==> config.mk <==
export PLATFORM = sky130hd
export DESIGN_NAME = serial_accumulator_mc
export DESIGN_NICKNAME = d
export VERILOG_FILES = /design/src/rtl/serial_accumulator_mc.sv
export SDC_FILE = /design/constraint.sdc
export NUM_CORES = 1
export LEC_CHECK = 0
export CORE_MARGIN = 2
export CORE_UTILIZATION = 40
export DETAILED_ROUTE_END_ITERATION = 10
export MAX_ROUTING_LAYER = met4
export SYNTH_ARGS = -nofsm -noshare
export SYNTH_HDL_FRONTEND = slang
export SYNTH_SLANG_ARGS = --single-unit
==> constraint.sdc <==
create_clock -name clk -period 5 [get_ports clk]
set_input_delay 1 -clock clk [delete_from_list [all_inputs] [get_ports clk]]
set_output_delay 1 -clock clk [all_outputs]
set_load 0.05 [all_outputs]
==> src/rtl/serial_accumulator_mc.sv <==
// Frame accumulator: loads K words of W bits in parallel and sums L words per cycle into an SW-bit result.
// Supports per-frame signed/unsigned mode, chained frames with a sticky overflow flag, and back-to-back loads.
module serial_accumulator_mc #(
   parameter int W = 6,
   parameter int K = 4,
   parameter int L = 1,
   localparam int SW = W + $clog2(K)
) (
   input  logic          clk,
   input  logic          rstn,
   input  logic [W*K-1:0] din,
   input  logic          pl,
   input  logic          sgn,
   input  logic          chain,
   output logic          busy,
   output logic          ready,
   output logic [SW-1:0] sum,
   output logic          ovf,
   output logic          drop,
   output logic [1:0]    dbg_state
);

   localparam int C  = K / L;
   localparam int IW = (C > 1) ? $clog2(C) : 1;

   localparam logic [1:0] IDLE = 2'd0;
   localparam logic [1:0] RUN  = 2'd1;
   localparam logic [1:0] DONE = 2'd2;

   logic [1:0]     state;
   logic [W*K-1:0] din_q;
   logic           sgn_q;
   logic           chain_q;
   logic [SW-1:0]  acc;
   logic [IW-1:0]  idx;

   logic [SW-1:0]  nxt_acc;
   logic           nxt_ovf;
   logic [W-1:0]   word;
   logic [SW-1:0]  ext;
   logic [SW:0]    add;

   // Handshake: pl is a request sampled on every edge; it is accepted only in IDLE or DONE,
   // otherwise it is dropped and drop pulses. ready pulses for exactly one cycle per completed frame.

   // Ripple the L words of this cycle through the accumulator, flagging any overflowing addition.
   always_comb begin
      nxt_acc = acc;
      nxt_ovf = 1'b0;
      word    = '0;
      ext     = '0;
      add     = '0;
      for (int j = 0; j < L; j++) begin
         word = din_q[(int'(idx) * L + j) * W +: W];
         ext  = {{(SW-W){sgn_q & word[W-1]}}, word};
         add  = {1'b0, nxt_acc} + {1'b0, ext};
         if (sgn_q)
            nxt_ovf = nxt_ovf | ((nxt_acc[SW-1] == ext[SW-1]) && (add[SW-1] != nxt_acc[SW-1]));
         else
            nxt_ovf = nxt_ovf | add[SW];
         nxt_acc = add[SW-1:0];
      end
   end

   always_ff @(posedge clk or posedge rstn) begin
      if (rstn) begin
         state   <= IDLE;
         din_q   <= '0;
         sgn_q   <= 1'b0;
         chain_q <= 1'b0;
         acc     <= '0;
         idx     <= '0;
         sum     <= '0;
         busy    <= 1'b0;
         ready   <= 1'b0;
         ovf     <= 1'b0;
         drop    <= 1'b0;
      end else begin
         ready <= 1'b0;
         drop  <= 1'b0;
         case (state)
            IDLE, DONE: begin
               if (pl) begin
                  din_q   <= din;
                  sgn_q   <= sgn;
                  chain_q <= chain;
                  acc     <= chain ? sum : '0;
                  idx     <= '0;
                  state   <= RUN;
                  busy    <= 1'b1;
                  if (!chain)
                     ovf <= 1'b0;
               end else begin
                  state <= IDLE;
                  busy  <= 1'b0;
               end
            end
            RUN: begin
               if (pl)
                  drop <= 1'b1;
               acc <= nxt_acc;
               idx <= idx + IW'(1);
               if (chain_q && nxt_ovf)
                  ovf <= 1'b1;
               if (idx == IW'(C - 1)) begin
                  sum   <= nxt_acc;
                  ready <= 1'b1;
                  busy  <= 1'b0;
                  state <= DONE;
               end
            end
            default: begin
               state <= IDLE;
               busy  <= 1'b0;
            end
         endcase
      end
   end

   assign dbg_state = state;

endmodule

# Word level (Yosys, flattened, before mapping)
# Cells that the tools add are included.
[classes]
muxes = 19
n_reduce_logical = 9
shifts = 1
bitwise_logic = 1
addsub = 2
eq_ne = 9
multipliers = 1
[op_table]
columns = ["operator", "n"]
rows = [
  ["$shiftx A24 B6 Y6", 1],
  ["$mux W8", 2],
  ["$pmux W8 S2", 1],
  ["$mux W1", 10],
  ["$add A8 B8 Y9", 1],
  ["$ne A2 B2 Y1 const B", 4],
  ["$pmux W2 S2", 2],
  ["$reduce_and A2 Y1", 3],
  ["$eq A2 B2 Y1 const B", 2],
  ["$mul A2 B2 Y4 const B", 1],
  ["$mux W2", 2],
  ["$pmux W1 S2", 2],
  ["$reduce_and A4 Y1", 1],
  ["$add A2 B1 Y2 const B", 1],
  ["$eq A2 B1 Y1 const B", 1],
  ["$logic_and A1 B1 Y1", 2],
  ["$logic_not A2 Y1", 1],
  ["$reduce_bool A2 Y1", 1],
  ["$reduce_or A2 Y1", 1],
  ["$and A1 B1 Y1", 1],
  ["$eq A1 B1 Y1", 1],
  ["$ne A1 B1 Y1", 1],
]
[word_totals]
output_inout_bits = 14
ff_bits = 50

# Longest topological paths before layout
# Gate-level depths: netlist (run 1).
[depth]
ltp_word = 10
mapped_depth = 10
mapped_depth_nobuf = 9

# Worst setup path before layout (run 1)
# OpenSTA, ideal clock, no wires.
[synth_timing]
path_type = "reg2reg"
start = "reg idx[0]"
end = "reg acc[6]"
setup_ps = 78
synth_period_minus_slack_ps = 2774
arrival_ps = 2696
setup_slack_ps = 2226
path_stages_with_launch = 11
path_cell_list = "dfrtp_1 buf_2 mux4_1 ha_1 fa_1 a211oi_1 o21bai_1 a21oi_1 xnor2_1 a211o_1 a21oi_1"
[synth_via]
elab_chain_cells = 5
[synth_lines]
columns = ["item", "line", "rtl"]
rows = [
  ["start: declaration", "35", "logic [IW-1:0] idx;"],
  ["start signal: assignment", "102", "idx <= idx + IW'(1);"],
  ["$mul A2 B2 Y4 (*)", "54", "word = din_q[(int'(idx) * L + j) * W +: W];"],
  ["$shiftx A24 B6 Y6 (*)", "54", ""],
  ["$and A1 B1 Y1", "55", "ext = {{(SW-W){sgn_q & word[W-1]}}, word};"],
  ["$add A8 B8 Y9 (*)", "56", "add = {1'b0, nxt_acc} + {1'b0, ext};"],
  ["$pmux W8 S2 (*)", "81", "case (state)"],
  ["end signal: assignment", "87", "acc <= chain ? sum : '0;"],
  ["end signal: assignment", "101", "acc <= nxt_acc;"],
  ["end: declaration", "34", "logic [SW-1:0] acc;"],
]
# Mark *: on every way between the ends. The rest lies on a longest branch, timed or not.
# A chain may end at the register's enable or synchronous reset.

# Worst setup path in the final report (run 1)
# Ends and elaborated chain as after synthesis.

==> results of run 1 <==
layout by cell type, fill, tap and decap left out, drive strengths merged, types with 4 or more instances in the layout:
cell           count
a21oi             12
a211oi             7
nand2             92
o21ai             14
clkdlybuf4s50     42
ha                 8
nor2               4
mux4               6
inv                5
and3               6
clkbuf             6
dfrtp             49
cell families after synthesis:
family,share of synthesized area [%]
adders and majority gates,5.411
AOI/OAI and AO/OA,11.13
buffers and inverters,3.486
and+or+nand+nor,19.04
muxes,7.752
xor gates and xnor gates,2.186
DFF,50.99
worst min-delay path by stage:
stage,start,to,cells past startpoint
6_report,din_q[14],din_q[14],2
5_1_grt,din_q[14],din_q[14],2
4_1_cts,din_q[15],din_q[15],2
3_5_place_dp,din_q[15],din_q[15],2
3_3_place_gp,din_q[14],din_q[14],2
2_1_floorplan,din_q[10],din_q[10],2
registers in the layout, summed over array words and instances (netlist names):
register / cells
sgn_q: 1
ovf: 1
ready: 1
chain_q: 1
acc: 8
dbg_state: 2
idx: 2
sum: 8
drop: 1
din_q: 24
layout make-up:
cell class                      instances  area, um^2
Fill cell                             553        2851
Clock buffer                            6       82.58
Timing Repair Buffer                   45       442.9
Tap cell                               75       93.84
Sequential cell                        49        1226
Clock inverter                          2       37.54
Inverter                                5       18.77
Multi-Input combinational cell        179        1097
worst max-delay path: stages (launching register included):
cell and delay, ns:
dfrtp_1 0.56, mux4_1 0.60, ha_1 0.23, fa_1 0.43, a211oi_1 0.23, o21bai_1 0.12, a21oi_1 0.18, xnor2_1 0.12
a211o_1 0.31, a21oi_1 0.12
power by group through the flow:
stage	registers (uW)	clock network (uW)	logic (uW)
2_1_floorplan	855	0	875
3_3_place_gp	741	0	1300
3_5_place_dp	744	0	1320
4_1_cts	737	307	1320
5_1_grt	758	320	1460
6_report	733	296	1310
through the flow:
step	power [uW]	cells
after floorplan	1730	247
final	2343	361
after detailed placement	2065	353
after CTS	2368	361
after global routing	2540	361
after global placement	2037	353
synthesized netlist by cell type, types with 2 or more instances:
master / count
ha_1: 8
and3_1: 6
mux2_2: 2
a21o_1: 2
clkbuf_1: 11
mux4_1: 5
nand2_1: 91
xnor2_1: 3
a32oi_1: 2
dfrtp_1: 49
inv_1: 5
nand2b_1: 2
o21ai_0: 14
a211oi_1: 7
xor2_1: 3
nor2_1: 4
a21oi_1: 12
nor2b_1: 2
layer usage:
metal	part of all wire [%]	vias to the layer above	track usage, %
met4	1.1	0	4.068
met1	50	865	21.59
met2	44	38	25.41
met3	4.5	5	3.626
li1	-	911	-
met5	0	-	-
==> results.md, run 1 <==
- Outcome: finished clean
- Post-synth EDFFs: 0
- IO Port Bufs: 42
- Worst slack, placed: 2.031 ns
- CTS tree: built
- Worst R2R End: acc[6]
- Pin count of the biggest net entering global routing: 50
- DR vias: 1819
- Main flop type after synthesis: dfrtp_1
- Clock slew at the register clock pins of the worst setup and hold paths: 0.09 ns
- Via-to-Cell Ratio: 5.039
- Final count of negative-setup-slack endpoints: 0
- R2R depth: 9
- Yosys cell types: 37
- Syn. warnings: 0
- Clock latency on the worst-skew pair: 0.31 ns
- Placement-stage cell area: 2879 um^2
- Final Hold Vio Count: 0
- Synth top area share: 50.99%
- Vias in the first global route: 1720
- Switching Share: 43.98%
- Worst Slack Setup Final: 2.025 ns
- Clock Path Buffers: 2
- CP max FO: 9
- Crit path DAT: 3.21 ns
- DR iter-0 viols: 75
- Crit path time final: 2.975 ns
- Register area share after synthesis: 50.99%
- Ant. Diodes: 0
- Worst slew pin tran: 0.9926 ns
- CTS resizes: 0
- Final HPWL DP: 3.351 mm
- DR pass1 iterations: 4
- Leak: 0.001445 uW
- Post-synth net total: 285
- Routed WL: 4.807 mm
- Fin util: 51.26%
- Max Fclk: 0.3362 GHz
- Mean area per synthesized cell: 9.736 um^2
- CTS Sinks: 49
- Int Pwr: 1313 uW
- Post-Syn Instances: 247
- Ports: 43
- Synth async-reset ratio: 100.0%
- CTS H-tree lvls: 2
- Reg2Reg Setup Slack: 2.03 ns
- Maximum VDD drop: 306.0 uV
- Worst slew margin: 33.73%
- Grt total ovfl: 0
- Setup crit end: acc[6]
- Seq cells post-synth: 49
- Cts bufs inserted: 5
- # hold bufs at CTS: 0
- Layout cells sized above 1: 6.294%
- Register share of total power: 31.3%
- NumNets Final: 323
- P_sw: 1030 uW
- Total GRT Usage: 16.26%
- Post-Syn Area: 2405 um^2
- Startpoint types: register
- DRC: 0
- Largest cells by area after synthesis: dfrtp_1 51%, nand2_1 14%, mux4_1 5.5%
- Design Area, Final: 2999 um^2
- Final GP Congestion: 0.8451
- Starting density of the core: 41.10%
- Cell Rows: 28
- Layout Skew: 0.004353 ns
- DIE WIDTH: 81.54 um
- Clk pwr share: 12.6%
- Initial antenna violation count: 0
- Setup CP Type: register to register
- Area grow syn2layout: 24.71%
- Max-Cap Viols: 0
- Hold slack: 0.4762 ns
- Crit. End Element: register
- WL/cell: 13.32 um
- RR Startpoint: idx[0]
- WP data required: 5.23 ns
- TNS Setup: 0 ns
- First-pass GRT wire length: 8.086 mm
- Final Slew Violations: 0
- Core area: 5851 um^2
- P per Cell Area: 781.3 nW/um^2
- Final Cycle Share: 59.50%
- Worst hold path type: register to register
- Post CTS Setup Buffer Count: 0
- CP startpoint: idx[0]
- Clk root buf: clkbuf_8
- Die height: 81.54 um
- Largest area contributor in the netlist: dfrtp_1
- Share of total power in combinational logic: 56.1%
- RSZ-0062 raised after global routing: false
- Die ar.: 6648 um^2
- Routed Antenna Nets: 0
No activity file was read; power rests on OpenSTA's default activity.
==> inputs of run 2 (changes only) <==
--- a/config.mk
+++ b/config.mk
@@ -9,6 +9,7 @@
 export CORE_UTILIZATION = 40
 export DETAILED_ROUTE_END_ITERATION = 10
 export MAX_ROUTING_LAYER = met4
+export PLACE_DENSITY = 0.66
 export SYNTH_ARGS = -nofsm -noshare
 export SYNTH_HDL_FRONTEND = slang
 export SYNTH_SLANG_ARGS = --single-unit
==> constraint.sdc (replaced) <==
create_clock -name clk -period 2.5 [get_ports clk]
set_input_delay 0.5 -clock clk [delete_from_list [all_inputs] [get_ports clk]]
set_output_delay 0.5 -clock clk [all_outputs]
set_load 0.05 [all_outputs]
==> results.md, run 2 (synthesis results as in run 1) <==
- Fin util: 55.75%
- Ant. Diodes: 0
- Die ar.: 6648 um^2
- Initial antenna violation count: 0
- Final Cycle Share: 103.9%
- RSZ-0062 raised after global routing: true
- WP data required: 2.74 ns
- Clock slew at the register clock pins of the worst setup and hold paths: 0.08 ns
- Max reg flops: 24
- Setup CP Type: register to register
- Crit. End Element: register
- DR iter-0 viols: 82
- DRC: 0
- NumNets Final: 346
- Failing checks: negative setup slack
- Clock latency on the worst-skew pair: 0.30 ns
- Worst hold path type: register to register
- Commonest non-fill, non-tap cell in the layout: nand2_1
- # hold bufs at CTS: 0
- Max stage delay on crit path: 0.52 ns
- Core area: 5851 um^2
- Most frequent cells in the layout: 91 x nand2_1, 48 x dfrtp_1, 42 x clkdlybuf4s50_1, 23 x buf_4, 8 x o21ai_0
- DR pass1 iterations: 4
- Area grow syn2layout: 35.64%
- Final Slew Violations: 0
- Grt total ovfl: 0
- Crit path time final: 2.598 ns
- CTS Sinks: 49
- Worst slew margin: 53.50%
- Clock Path Buffers: 2
- Max Fclk: 0.3849 GHz
- Pin count of the biggest net entering global routing: 27
- Via-to-Cell Ratio: 4.979
- Layout Skew: 0.004395 ns
- Starting density of the core: 41.10%
- Final GP Congestion: 0.9213
- Worst Slack Setup Final: -0.09781 ns
- CTS H-tree lvls: 2
- WL/cell: 13.90 um
- DIE WIDTH: 81.54 um
- CTS tree: built
- Crit path DAT: 2.83 ns
- Final Hold Vio Count: 0
- Ports: 43
- Max-Cap Viols: 0
- Cts bufs inserted: 5
- Hold depth: 2
- Layout cells sized above 1: 19.81%
- R2R depth: 10
- Startpoint types: register
- Die height: 81.54 um
- Final HPWL DP: 3.832 mm
- DR vias: 1907
- Final count of negative-setup-slack endpoints: 5
- Cell Rows: 28
- Routed WL: 5.322 mm
- Worst slew pin tran: 0.6961 ns
- Biggest regs: din_q x24, acc x8, sum x8
- Top reg by flops: din_q
- Total GRT Usage: 18.10%
- Clk root buf: clkbuf_8
- IO Port Bufs: 42
- Vias in the first global route: 1884
- Worst slack, placed: -0.2908 ns
- Outcome: finished, violations left
- Worst path slowest cell: mux4_2
- Fin cells: 383
- Placement-stage cell area: 3055 um^2
- CP max FO: 7
- First-pass GRT wire length: 8.880 mm
- Design Area, Final: 3262 um^2
- Crit path cell chain: buf_6 -> mux4_2 -> buf_6 -> fa_2 -> a211oi_2 -> o21bai_2 -> a21oi_2 -> xnor2_2 -> a211o_1 -> a21oi_2
- Routed Antenna Nets: 0
- Placed Cells: 371
run 2: critical path, delay by kind of cell (launching register included):
kind                     cells  cell delay (ns)
AO/OA/AOI/OAI                5             0.88
multiplexers                 1             0.52
flip-flops                   1             0.44
adder cells (fa/ha/maj)      1             0.34
buffers and inverters        2             0.26
XOR/XNOR                     1             0.10
run 2: worst paths after layout:
| path | from | to | slack (ns) |
|---|---|---|---|
| worst max register to register | idx[0] | acc[6] | -0.1 |
| worst max-delay path | idx[0] | acc[6] | -0.1 |
| worst min-delay path | din_q[13] | din_q[13] | 0.47 |
| worst min register to register | din_q[13] | din_q[13] | 0.47 |
| max in group asynchronous | rstn | idx[0] | 1.42 |
| min in group asynchronous | rstn | sum[1] | 0.55 |
run 2: per-stage QoR:
stage,hold WS [ns],setup TNS (ns)
after floorplan,0.4373,-0.1427
after global placement,0.4523,-0.8259
after detailed placement,0.4552,-1.406
after CTS,0.4782,-0.4300
after global routing,0.5003,-1.055
final,0.4729,-0.3097
run 2: layout make-up:
cell class,count,area [um^2]
Fill cell,515,2589
Multi-Input combinational cell,179,1200
Inverter,5,18.77
Tap cell,75,93.84
Sequential cell,49,1227
Timing Repair Buffer,68,635.6
Clock buffer,7,86.33
run 2: what timing repair did:
action / 4_1_cts / 5_1_grt
buffers inserted: 3 / 2
gates resized for setup: 13 / 13
setup endpoints to repair: 7 / 7
pin swaps: 11 / 8
run 2: layer usage:
| metal | routed length (um) | track usage (%) | up-vias | share of wire [%] |
|---|---|---|---|---|
| met5 | 0 | - | - | 0 |
| li1 | - | - | 951 | - |
| met1 | 2506 | 24.18 | 909 | 47 |
| met4 | 61 | 5.593 | 0 | 1.1 |
| met3 | 219 | 3.846 | 6 | 4.1 |
| met2 | 2534 | 27.79 | 41 | 48 |
Power of run 2 is left out: the tool's default activity adds up to more than one toggle a clock period on the data nets, which glitch-free logic cannot reach.
==> patch 1, RTL diff (settings of run 1) <==
Change the parameter `K` from 4 to 16.
--- a/src/rtl/serial_accumulator_mc.sv
+++ b/src/rtl/serial_accumulator_mc.sv
@@ -2,7 +2,7 @@
 // Supports per-frame signed/unsigned mode, chained frames with a sticky overflow flag, and back-to-back loads.
 module serial_accumulator_mc #(
    parameter int W = 6,
-   parameter int K = 4,
+   parameter int K = 16,
    parameter int L = 1,
    localparam int SW = W + $clog2(K)
 ) (
Interface: changed (resized din and sum); port bits go from 43 to 117. No check against the original RTL was run, so the function may have changed too.
==> patch 1 against run 1 <==
  * Non-clock buffer count is 77 higher
  * Power grew to 2.5 times the old value
  * Final cell count grew to 2.7 times the old value
  * Sequential share of layout area is 1.2 points lower
  * Routed wire length grew to 3.2 times the old value
  * Sequential cell count is 78 higher
  * Via count grew to 2.8 times the old value
  * Cell area grew to 2.7 times the old value
  * Area after synthesis grew to 2.6 times the old value
  * First-iteration DRC count grew to 5.4 times the old value
  * Worst setup slack worse by 0.71 ns
==> patch 1: results (changes against run 1) <==
Parameter                              Value

Outcome
  Outcome    complete, no violations

Global routing
  Overall fraction of global-route tracks in use    0.205 (+0.0427)
  First-pass GRT wire length    25400 microns (+210%)
  Pin count of the biggest net entering global routing    102 (+100%)
  Initial antenna violation count    0 (unchanged)

Worst setup path
  Signal arrival time at the worst endpoint    3.99 ns (+0.78 ns)
  Highest-delay cell along the critical path    sky130_fd_sc_hd__nor2b_1
  Slowest cell delay on critical path    0.60 ns (about the same)
  Top delay family on crit path    compound AO/OA/AOI/OAI gates
  Worst-path fanout max    17 (+8)

Routing
  Total vias in the final route    5023 (+180%)
  Drt total wl    15400 microns (+220%)
  Initial detailed-routing violation count    407 (+440%)
  TritonRoute pass-1 iters    5 (+1)

Logic synthesis
  Number of warnings printed during yosys synthesis    0 (unchanged)
  Commonest cells in the netlist    sky130_fd_sc_hd__nand2_1, sky130_fd_sc_hd__dfrtp_1, sky130_fd_sc_hd__o21ai_0, sky130_fd_sc_hd__clkbuf_1, sky130_fd_sc_hd__mux2i_1
  Flip-flop cell with the highest count after synthesis    sky130_fd_sc_hd__dfrtp_1
  Top post-synthesis cells by area    sky130_fd_sc_hd__dfrtp_1, sky130_fd_sc_hd__nand2_1, sky130_fd_sc_hd__mux4_2
  Sequential fraction of the synthesis area    0.514 (+0.00428)
  Synthesized net count    790 (+180%)
  Asr flop ratio synth    1.00 (unchanged)
  Distinct cell type count of the synthesized netlist    50 (+35%)

Final layout
  Proportion of layout cells with a drive suffix above 1    0.0820 (+0.0190)
  Biggest register    din_q
  Largest registers in the final layout    din_q x96, acc x10, sum x10
  Count of inserted antenna diode cells    0 (unchanged)
  Final Net Count    893 (+180%)
  Fill count    1383 (+150%)

Place
  Total of buffers placed on input and output ports    116 (+180%)
  Setup WS pre-CTS    1.36 ns (-0.668 ns)
  Final HPWL DP    10800 microns (+220%)
  RD Place Congestion    0.871 (+3.1%)

Power and ir drop
  Worst-case vdd ir drop    319 uV (+4.3%)
  Pleak    3.88 nW (+170%)
  Net switching power    2.42 mW (+130%)
  Flip-flop and latch power    1.90 mW (+160%)
  Clock network power share    0.202 (+0.076)
  Power density relative to cell area    735 nW/um^2 (-6.0%)

Clock network
  Root cell of the clock tree    sky130_fd_sc_hd__clkbuf_16
  Clock input transition at the sequential cells of the worst setup and hold paths    0.06 ns (-0.03 ns)
  Maximum count of clock buffers along a single path    2 (unchanged)
  Number of buffers created by CTS    17 (+12)
  Post-CTS setup-driven buffer insertion count    0 (unchanged)
  Clock insertion delay at the later pin of the skew report    0.42 ns (+0.11 ns)
  Number of levels in the clock H-tree    4 (+2)

Timing
  Relative slew slack    0.296 (-0.0410)
  Max Clock Skew    0.00921 ns (+0.00486 ns)

Hold path
  Kind of path behind the tightest hold check    flop to flop
## patch 1: cell type report
class / instances / area [sq um] / area share
well taps: 188 / 235 / 0.0294
flip-flops and latches: 127 / 3180 / 0.397
repair buffers: 122 / 1220 / 0.152
inverters: 8 / 32.5 / 0.00406
clock buffers: 22 / 444 / 0.0554
multi-input cells: 504 / 2790 / 0.348
clock inverters: 10 / 114 / 0.0142
## patch 1: final timing paths
| kind | from | end | slack (ns) | cells past startpoint |
|---|---|---|---|---|
| worst max-delay path | idx[1] | sum[9] | 1.31 | 13 |
| worst min-delay path | din_q[5] | din_q[5] | 0.46 | 2 |
| min in group asynchronous | rstn | sum[3] | 1.18 | 2 |
| worst min register to register | din_q[5] | din_q[5] | 0.46 | 2 |
| worst max register to register | idx[1] | sum[9] | 1.31 | 13 |
| max in group asynchronous | rstn | din_q[27] | 3.02 | 3 |
## patch 1: layer usage
| metal | global-route usage | part of all wire |
|---|---|---|
| met1 | 0.279 | 0.47 |
| met2 | 0.305 | 0.46 |
| met3 | 0.0413 | 0.047 |
| met4 | 0.0776 | 0.023 |
| met5 | - | 0 |
## patch 1: cell families (layout without fill, tap and decap cells)
kind of cell               count (synthesis)  after routing  synth area share
and+or+nand+nor                          364            364             0.233
DFF                                      127            127             0.514
AOI/OAI and AO/OA                         83             83            0.0907
buffers and inverters                     46            162            0.0372
muxes                                     40             40            0.0921
adders and majority gates                 12             12            0.0255
xor gates and xnor gates                   5              5           0.00708
## patch 1: per-stage QoR
step | instance area, sq um | std cells | util | hold WS, ns
detailed placement | 7450 | 949 | 0.492 | 0.456
CTS | 8010 | 981 | 0.529 | 0.470
global route | 8010 | 981 | 0.529 | 0.490
floorplan | 6180 | 677 | - | 0.437
global placement | 7450 | 949 | 0.492 | 0.451
finish | 8010 | 981 | 0.529 | 0.464
==> patch 2, RTL diff (flow settings as in run 1) <==
Without the edit above. Make the reset (`rstn`) synchronous in one clocked block.
--- a/src/rtl/serial_accumulator_mc.sv
+++ b/src/rtl/serial_accumulator_mc.sv
@@ -62,7 +62,7 @@
       end
    end
 
-   always_ff @(posedge clk or posedge rstn) begin
+   always_ff @(posedge clk) begin
       if (rstn) begin
          state   <= IDLE;
          din_q   <= '0;
Formal check against the unedited RTL: differs if rstn is asserted again (counterexample within 4 cycles, from zero or initial values and one cycle with rstn high); with rstn held inactive, the same outputs for 10 cycles.
==> patch 2 against run 1 <==
  * Worst setup slack worse by 0.079 ns
  * Sequential cell count unchanged
  * Cell area down 5.9%
  * Die area down 5.2%
  * Routed wire length up 0.64%
  * Final cell count up 3.0%
  * Area after synthesis down 5.5%
  * Non-clock buffer count unchanged
  * Critical path depth down 1
  * Clock skew about the same
  * Core utilization about the same
Power is not compared: it rests on default switching activity, and its combinational part moved more than twofold at a synthesized area within 25%.
==> patch 2: results (changes against run 1) <==
Parameter                              Value

Logic synthesis
  Top post-synthesis cells by area    sky130_fd_sc_hd__dfxtp_1, sky130_fd_sc_hd__nand2_1, sky130_fd_sc_hd__a21oi_1
  Share of the synthesized netlist area taken by xor and xnor gates    0.0297 (+0.00788)
  Complex-gate fraction of the synthesized area    0.178 (+0.0671)
  Share of synthesized cell area in full adder, half adder and majority cells    0.0578 (+0.00371)
  Synthesized net count    305 (+7.0%)
  Multiplexer share of the synthesized area    0.0628 (-0.0147)
  Number of cells produced by synthesis    267 (+8.1%)
  Sequential fraction of the synthesis area    0.432 (-0.0782)
  Commonest cells in the netlist    sky130_fd_sc_hd__nand2_1, sky130_fd_sc_hd__dfxtp_1, sky130_fd_sc_hd__a21oi_1, sky130_fd_sc_hd__nor2_1, sky130_fd_sc_hd__clkbuf_1
  Asr flop ratio synth    0 (-1.00)

Hold path
  Kind of path behind the tightest hold check    flop to flop
  Hold path startpoint    din_q[15]

Power and ir drop
  Pleak    1.07 nW

Clock network
  Clock insertion delay at the later pin of the skew report    0.29 ns (-0.02 ns)
  Clock input transition at the sequential cells of the worst setup and hold paths    0.09 ns (about the same)
  Maximum count of clock buffers along a single path    2 (unchanged)

Final layout
  Count of inserted antenna diode cells    0 (unchanged)
  Final Net Count    337 (+4.3%)
  Area growth from synthesis to layout    24.2%
  Largest registers in the final layout    din_q x24, acc x8, sum x8
  Proportion of layout cells with a drive suffix above 1    0.0700 (+0.00706)

Global routing
  Pin count of the biggest net entering global routing    50 (unchanged)
  Vias in the first global route    1801 (+4.7%)
  Overall fraction of global-route tracks in use    0.167 (+0.00391)
  First-pass GRT wire length    8180 microns (+1.1%)

Place
  Total of buffers placed on input and output ports    42 (unchanged)
  Setup WS pre-CTS    1.97 ns (-0.0652 ns)
  Number of placed cells counting well taps    364 (+3.1%)
  RD Place Congestion    0.719 (-15%)
  Final HPWL DP    3350 microns (-0.15%)

Worst setup path
  Highest-delay cell along the critical path    sky130_fd_sc_hd__dfxtp_1
  Worst Setup SP    idx[0]
  Signal arrival time at the worst endpoint    3.26 ns (+0.05 ns)
  Worst-path fanout max    9 (unchanged)

Timing
  Number of hold violations in the final report    0 (unchanged)
  Max Clock Skew    0.00409 ns (-0.000267 ns)
  Relative slew slack    0.497 (+0.160)

Routing
  Initial detailed-routing violation count    115 (+53%)
  Average wire per cell in the routed design    13.0 microns (-2.3%)
  Drt total wl    4840 microns (+0.64%)
  TritonRoute pass-1 iters    4 (unchanged)
  Total vias in the final route    1921 (+5.6%)

Outcome
  Outcome    complete, no violations
[patch 2: cell families after synthesis]
logic type,count (synthesis)
buf+inv,20
simple gates,109
xor+xnor,6
flops,49
mux,6
compound gates,67
fa+ha+maj,10
[patch 2: area by class of cell]
cell class              instances  area (sq um)
well taps                      72          90.1
fillers                       556          2680
clock buffers                   7          96.3
repair buffers                 45           443
multi-input cells             198          1210
flip-flops and latches         49           981
clock inverters                 1          5.00
[patch 2: path summary, 6_finish.rpt]
kind / slack, ns / cells after the start / to
setup reg to reg: 1.95 / 8 / acc[7]
hold / removal: 0.46 / 2 / din_q[15]
setup / recovery: 1.95 / 8 / acc[7]
hold reg to reg: 0.46 / 2 / din_q[15]
[patch 2: report_power, final]
| group | switching (mW) | internal [mW] |
|---|---|---|
| combinational | 0.0681 | 0.0604 |
| sequential | 0.0154 | 0.409 |
| clock | 0.126 | 0.125 |
| total | 0.210 | 0.595 |
[patch 2: stage by stage]
step                      area, sq um   util
final                            2820  0.513
after global placement           2720  0.494
after global routing             2820  0.513
after detailed placement         2720  0.494
after CTS                        2820  0.513
after floorplan                  2270      -
[patch 2: layer usage]
| metal | up-vias | wire (microns) | track usage |
|---|---|---|---|
| met2 | 53 | 2230 | 0.264 |
| met4 | 0 | 19 | 0.0483 |
| met1 | 883 | 2390 | 0.213 |
| li1 | 983 | - | - |
| met3 | 2 | 203 | 0.0396 |
| met5 | - | 0 | - |
[patch 2: worst min-delay path: stages (launching register included)]
cell                      delay (ns)
sky130_fd_sc_hd__dfxtp_1        0.31
sky130_fd_sc_hd__nand2_1        0.05
sky130_fd_sc_hd__a21oi_1        0.05
